<file path="config.mk">
export PLATFORM = sky130hd
export DESIGN_NAME = req_priority_arbiter_flat
export DESIGN_NICKNAME = d
export VERILOG_FILES = /design/src/rtl/req_priority_arbiter_if.sv /design/src/rtl/req_priority_arbiter.sv /design/src/flat_wrapper.sv
export SDC_FILE = /design/constraint.sdc
export NUM_CORES = 1
export LEC_CHECK = 0
export ABC_AREA = 1
export CORE_AREA = 10 10 74 76
export CTS_CLUSTER_DIAMETER = 50
export DETAILED_ROUTE_END_ITERATION = 6
export DIE_AREA = 0 0 84 86
export SLEW_MARGIN = 20
export SYNTH_ARGS = -nofsm -noshare
export SYNTH_HDL_FRONTEND = slang
export SYNTH_SLANG_ARGS = --single-unit
export TNS_END_PERCENT = 20
</file>
<file path="constraint.sdc">
create_clock -name clk -period 3.52 [get_ports clk]
set_clock_uncertainty 0.2 [all_clocks]
set_input_delay 1.056 -clock clk [delete_from_list [all_inputs] [get_ports clk]]
set_output_delay 1.056 -clock clk [all_outputs]
set_load 0.02 [all_outputs]
</file>
<file path="src/rtl/req_priority_arbiter_if.sv">
`default_nettype none
// ============================================================================
// Module      : req_priority_arbiter_if
// Description : Request/grant bundle between N requesters and the shared
//               resource arbiter.
//                 req         - request vector, bit i = requester i wants it
//                 grant       - one-hot registered grant (zero when idle)
//                 grant_id    - binary index of the current owner
//                 grant_valid - high while any grant bit is set
//                 timeout     - one-cycle pulse on forced release
//               Modports: master = request side, slave = arbiter side.
// Revision    : 1.0 - initial release
// ============================================================================
interface req_priority_arbiter_if #(
    parameter int N = 8
) ();
    localparam int ID_W = $clog2(N);

    logic [N-1:0]    req;
    logic [N-1:0]    grant;
    logic [ID_W-1:0] grant_id;
    logic            grant_valid;
    logic            timeout;

    modport master (
        output req,
        input  grant,
        input  grant_id,
        input  grant_valid,
        input  timeout
    );

    modport slave (
        input  req,
        output grant,
        output grant_id,
        output grant_valid,
        output timeout
    );
endinterface
`default_nettype wire

</file>
<file path="src/rtl/req_priority_arbiter.sv">
`default_nettype none
// ============================================================================
// Module      : req_priority_arbiter
// Description : Registered N-way arbiter for one shared resource. The highest
//               requesting index wins; the grant is held until the owner
//               drops its request or MAX_HOLD consecutive cycles elapse
//               (forced release with a one-cycle timeout pulse). Every
//               release is followed by exactly one idle cycle.
//               Optional build macro REQ_ARB_ROUND_ROBIN_EN rotates the
//               search start to just below the previous winner.
// Ports       : clk - rising-edge clock
//               rst - synchronous active-high reset
//               bus - req_priority_arbiter_if.slave (req, grant, grant_id,
//                     grant_valid, timeout)
// Revision    : 1.0 - initial release
// ============================================================================
module req_priority_arbiter #(
    parameter int N        = 8,
    parameter int MAX_HOLD = 16
) (
    input  wire logic             clk,
    input  wire logic             rst,
    req_priority_arbiter_if.slave bus
);
    localparam int ID_W = $clog2(N);
    localparam int HC_W = (MAX_HOLD < 1) ? 1 : $clog2(MAX_HOLD + 1);

    localparam logic [HC_W-1:0] C_MAX_HOLD   = HC_W'(MAX_HOLD);
    localparam bit              C_TIMEOUT_EN = (MAX_HOLD != 0);
    localparam logic [N-1:0]    C_ONE_HOT0   = {{(N-1){1'b0}}, 1'b1};

    localparam logic [0:0] S_IDLE = 1'b0;
    localparam logic [0:0] S_BUSY = 1'b1;

    logic [0:0]      state_q,    state_d;
    logic [N-1:0]    grant_q,    grant_d;
    logic [ID_W-1:0] grant_id_q, grant_id_d;
    logic [HC_W-1:0] hold_cnt_q, hold_cnt_d;
    logic [ID_W-1:0] last_id_q,  last_id_d;
    logic            timeout_q,  timeout_d;

    logic [ID_W-1:0] win_id;
    logic            owner_req;

    // The owner's request is read through the one-hot grant rather than by
    // indexing with grant_id, so non-power-of-two N never selects a
    // nonexistent bit.
    assign owner_req = |(bus.req & grant_q);

`ifdef REQ_ARB_ROUND_ROBIN_EN
    // Rank of index j = distance below last_id in descending, wrapping order
    // (last_id-1 has rank 0, last_id itself has rank N-1). Lowest rank wins.
    int best_rank;
    int rank;
    always_comb begin
        win_id    = '0;
        best_rank = N;
        rank      = 0;
        for (int j = 0; j < N; j++) begin
            rank = (int'(last_id_q) + N - 1 - j) % N;
            if (bus.req[j] && (rank < best_rank)) begin
                best_rank = rank;
                win_id    = ID_W'(j);
            end
        end
    end
`else
    // Fixed priority: later (higher) indices overwrite earlier ones.
    always_comb begin
        win_id = '0;
        for (int j = 0; j < N; j++) begin
            if (bus.req[j]) begin
                win_id = ID_W'(j);
            end
        end
    end
`endif

    always_comb begin
        state_d    = state_q;
        grant_d    = grant_q;
        grant_id_d = grant_id_q;
        hold_cnt_d = hold_cnt_q;
        last_id_d  = last_id_q;
        timeout_d  = 1'b0;

        case (state_q)
            S_IDLE: begin
                grant_d    = '0;
                grant_id_d = '0;
                hold_cnt_d = '0;
                if (|bus.req) begin
                    state_d    = S_BUSY;
                    grant_d    = C_ONE_HOT0 << win_id;
                    grant_id_d = win_id;
                    hold_cnt_d = HC_W'(1);
                    last_id_d  = win_id;
                end
            end
            S_BUSY: begin
                if (!owner_req) begin
                    state_d    = S_IDLE;
                    grant_d    = '0;
                    grant_id_d = '0;
                    hold_cnt_d = '0;
                end else if (C_TIMEOUT_EN && (hold_cnt_q == C_MAX_HOLD)) begin
                    state_d    = S_IDLE;
                    grant_d    = '0;
                    grant_id_d = '0;
                    hold_cnt_d = '0;
                    timeout_d  = 1'b1;
                end else if (hold_cnt_q != {HC_W{1'b1}}) begin
                    // Saturating: with the timeout disabled the count
                    // parks at all-ones instead of wrapping.
                    hold_cnt_d = hold_cnt_q + HC_W'(1);
                end
            end
            default: begin
                state_d    = S_IDLE;
                grant_d    = '0;
                grant_id_d = '0;
                hold_cnt_d = '0;
            end
        endcase
    end

    always_ff @(posedge clk) begin
        if (rst) begin
            state_q    <= S_IDLE;
            grant_q    <= '0;
            grant_id_q <= '0;
            hold_cnt_q <= '0;
            last_id_q  <= '0;
            timeout_q  <= 1'b0;
        end else begin
            state_q    <= state_d;
            grant_q    <= grant_d;
            grant_id_q <= grant_id_d;
            hold_cnt_q <= hold_cnt_d;
            last_id_q  <= last_id_d;
            timeout_q  <= timeout_d;
        end
    end

    assign bus.grant       = grant_q;
    assign bus.grant_id    = grant_id_q;
    assign bus.grant_valid = |grant_q;
    assign bus.timeout     = timeout_q;
endmodule
`default_nettype wire

</file>
<file path="src/flat_wrapper.sv">
// flat-port wrapper written by rule: the top's interface ports become plain ports
module req_priority_arbiter_flat 
#(
    parameter int N        = 8,
    parameter int MAX_HOLD = 16
)
  (clk, rst, bus_req, bus_grant, bus_grant_id, bus_grant_valid, bus_timeout);
  req_priority_arbiter_if #(.N(N)) bus_i ();
  input  wire logic clk;
  input  wire logic rst;
  input wire logic [$bits(bus_i.req)-1:0] bus_req;
  output wire logic [$bits(bus_i.grant)-1:0] bus_grant;
  output wire logic [$bits(bus_i.grant_id)-1:0] bus_grant_id;
  output wire logic [$bits(bus_i.grant_valid)-1:0] bus_grant_valid;
  output wire logic [$bits(bus_i.timeout)-1:0] bus_timeout;
  assign bus_i.req = bus_req;
  assign bus_grant = bus_i.grant;
  assign bus_grant_id = bus_i.grant_id;
  assign bus_grant_valid = bus_i.grant_valid;
  assign bus_timeout = bus_i.timeout;
  req_priority_arbiter #(.N(N), .MAX_HOLD(MAX_HOLD)) u_core (.clk(clk), .rst(rst), .bus(bus_i));
endmodule
</file>
==> results.py <==
metrics = {
    "worst_setup_path": {
        "critical_path_class": "flop to output pin",
        "crit_family": "buffers and inverters",
        "cp_cell_sequence": "nor4_1 > nand2_1 > clkdlybuf4s50_1",
        "cpPeakStageDelay_ns": 0.55,
        "critPathCaptureType": "output pin",
        "start_kind": "flop",
        "critPathBufInv": 1,
        "worstPathRequired_ns": 2.26,
        "crit_arrival_ns": 1.59,
        "cp_max_fo": 4,
        "slowest_stage": "clkdlybuf4s50_1",
    },
    "power": {
        "p_int_mw": 0.321,
        "ir_drop_uv": 168,
        "power.leakage_nw": 0.567,
        "p_clk_frac": 0.324,
        "p_comb_frac": 0.176,
        "power_switching_mw": 0.119,
        "swShare": 0.270,
        "powerDensity_mw_per_mm2": 344,
        "power_frac_seq": 0.500,
    },
    "synthesis": {
        "post-synth-top-area-cell": "dfxtp_1",
        "syn_avg_cell_area_um2": 6.85,
        "synth_area_um2": 966,
        "yosysSeqAreaShare": 0.373,
        "yosysUniqueCellTypes": 22,
        "synth_seq_cells": 18,
        "yosys-top-cells-area": "dfxtp_1 (37%), nand2_1 (21%), nor2_1 (5.1%), inv_1 (4.7%), ha_1 (3.9%)",
        "yosysTopAreaCellShare": 0.373,
        "ys_warn_count": 0,
        "syn-num-nets": 154,
        "synthCells": 141,
    },
    "place": {
        "place_area_mm2": 0.00124,
        "gp_congestion": 0.860,
        "portBuffers": 22,
        "post-dp-hpwl_mm": 1.84,
    },
    "cts": {
        "clk_latency_ns": 0.25,
        "cts_tree": "done",
        "cts_resized": 0,
        "cts.sinks": 18,
        "htreeDepth": 1,
        "clk_pin_slew_ns": 0.07,
        "hold_buffers": 0,
        "postCtsSetupBuffers": 0,
        "clockRootBuffer": "clkbuf_8",
        "cts_buffers": 3,
        "clock_path_buffers": 2,
    },
    "timing": {
        "worstMarginPinSlew_ns": 0.347,
        "layout_min_cycle_time_ns": 2.85,
        "report.final.slew_viol_count": 0,
        "max-slew-margin-rel": 0.768,
        "final.setup.tns_ns": 0,
        "finalHoldViolCount": 0,
        "timing.final.crit_share": 0.810,
        "setup_viol_count_final": 0,
        "fmax_ghz": 0.351,
        "rsz0062_at_grt": "no",
    },
    "drt": {
        "ant_nets": 0,
        "drc": 0,
        "wl_mm": 2.31,
        "drt-initial-drc-count": 36,
        "dr.pass1.iters": 4,
        "num_vias": 929,
        "viasPerCell": 4.32,
        "wl_per_cell_um": 10.7,
    },
    "floorplan": {
        "core_area_mm2": 0.00397,
        "fp-row-count": 23,
        "die_w_um": 84,
        "start_util": 0.243,
        "die_area_mm2": 0.00722,
        "ios": 23,
        "die_h_um": 86,
    },
    "global_routing": {
        "grt_pass1_vias": 883,
        "gr-total-overflow": 0,
        "grt_pass1_wl_mm": 3.96,
        "antenna_found_initial": 0,
        "grt_usage": 0.0645,
        "grt_max_degree": 10,
    },
    "job": {
        "maxCapViolCount": 0,
    },
    "finish": {
        "drive_gt1_frac": 0.0970,
        "final_cell_area_mm2": 0.00128,
        "area_delta_synth_final_pct": 32.4,
        "final_nets": 180,
        "diodes": 0,
    },
    "worst_hold_path": {
        "hold_class": "flop to flop",
    },
    "run_status": {
        "status": "finished clean",
    },
}
==> power groups by stage <==
stage / clock network (mW) / logic [mW] / registers (mW)
5_1_grt: 0.152 / 0.0863 / 0.221
2_1_floorplan: 0 / 0.0409 / 0.228
3_3_place_gp: 0 / 0.0786 / 0.225
6_report: 0.142 / 0.0774 / 0.220
4_1_cts: 0.147 / 0.0787 / 0.220
3_5_place_dp: 0 / 0.0781 / 0.225
==> sequential cells by signal, indices dropped and copies added (netlist names) <==
signal	flops
u_core.bus.timeout	1
u_core.bus.grant	8
u_core.hold_cnt_q	5
u_core.state_q	1
u_core.bus.grant_id	3
==> per-stage QoR <==
step / std cells / worst slack [ns] / total power, mW / util / hold WS (ns)
2_1_floorplan: 141 / 1.44 / 0.269 / - / 0.253
3_3_place_gp: 212 / 0.935 / 0.303 / 0.312 / 0.234
3_5_place_dp: 212 / 0.956 / 0.303 / 0.312 / 0.239
4_1_cts: 215 / 0.670 / 0.446 / 0.322 / 0.248
5_1_grt: 215 / 0.619 / 0.460 / 0.322 / 0.266
6_report: 215 / 0.670 / 0.440 / 0.322 / 0.245
==> final timing paths <==
path	slack (ns)	start	end	depth (start not counted)
max reg2reg	1.82	u_core.hold_cnt_q[0]$_SDFFE_PP0P_	u_core.hold_cnt_q[3]$_SDFFE_PP0P_	8
min reg2reg	0.24	u_core.bus.grant_id[1]$_SDFFE_PP0P_	u_core.bus.grant_id[1]$_SDFFE_PP0P_	2
max	0.67	u_core.bus.grant[6]$_SDFFE_PP0P_	bus_grant_valid	3
min	0.24	u_core.bus.grant_id[1]$_SDFFE_PP0P_	u_core.bus.grant_id[1]$_SDFFE_PP0P_	2
==> layer usage <==
metal  up-vias  share of wire  global-route usage  wire, um
met4         0          0.018              0.0274        41
met1       402           0.48              0.0763      1110
met3         5          0.038              0.0161        87
li1        506              -                   -         -
met5         -              0                   0         0
met2        16           0.46               0.108      1070
==> logic make-up after synthesis <==
family                     after synthesis  synth area share
DFF                                     18             0.373
and+or+nand+nor                         91             0.443
adders and majority gates                3            0.0389
AOI/OAI and AO/OA                       11            0.0596
xor gates and xnor gates                 1           0.00907
buffers and inverters                   17            0.0764
==> worst min-delay path, delay by kind of cell (launching register included) <==
kind / cells / cell delay, ns
flops: 1 / 0.31
simple gates: 2 / 0.10
==> synth_stat cells (all sizes together) <==
cell    count
xor2        1
nand4       7
buf         1
a21oi       5
nor3        3
nor2       16
nand3       5
nand2      58
ha          3
o211ai      1
o21ai       5
inv        16
nor4        2
dfxtp      18
==> final cells by class <==
class                      count  area [um2]
fill                         437        2690
multi-input combinational    106         532
sequential                    18         360
timing repair buffer          22         220
inverter                      16        62.6
tap                           50        62.6
clock buffer                   3        41.3
==> cells in the final DEF (no fill, tap or decap), types with 4 or more instances in the layout <==
master / n
a21oi_1: 5
dfxtp_1: 18
nand2_1: 54
nand4_1: 6
o21ai_0: 4
nand3_1: 5
nor2_1: 13
clkdlybuf4s50_1: 22
inv_1: 12
Power figures use the tool's default switching activity.
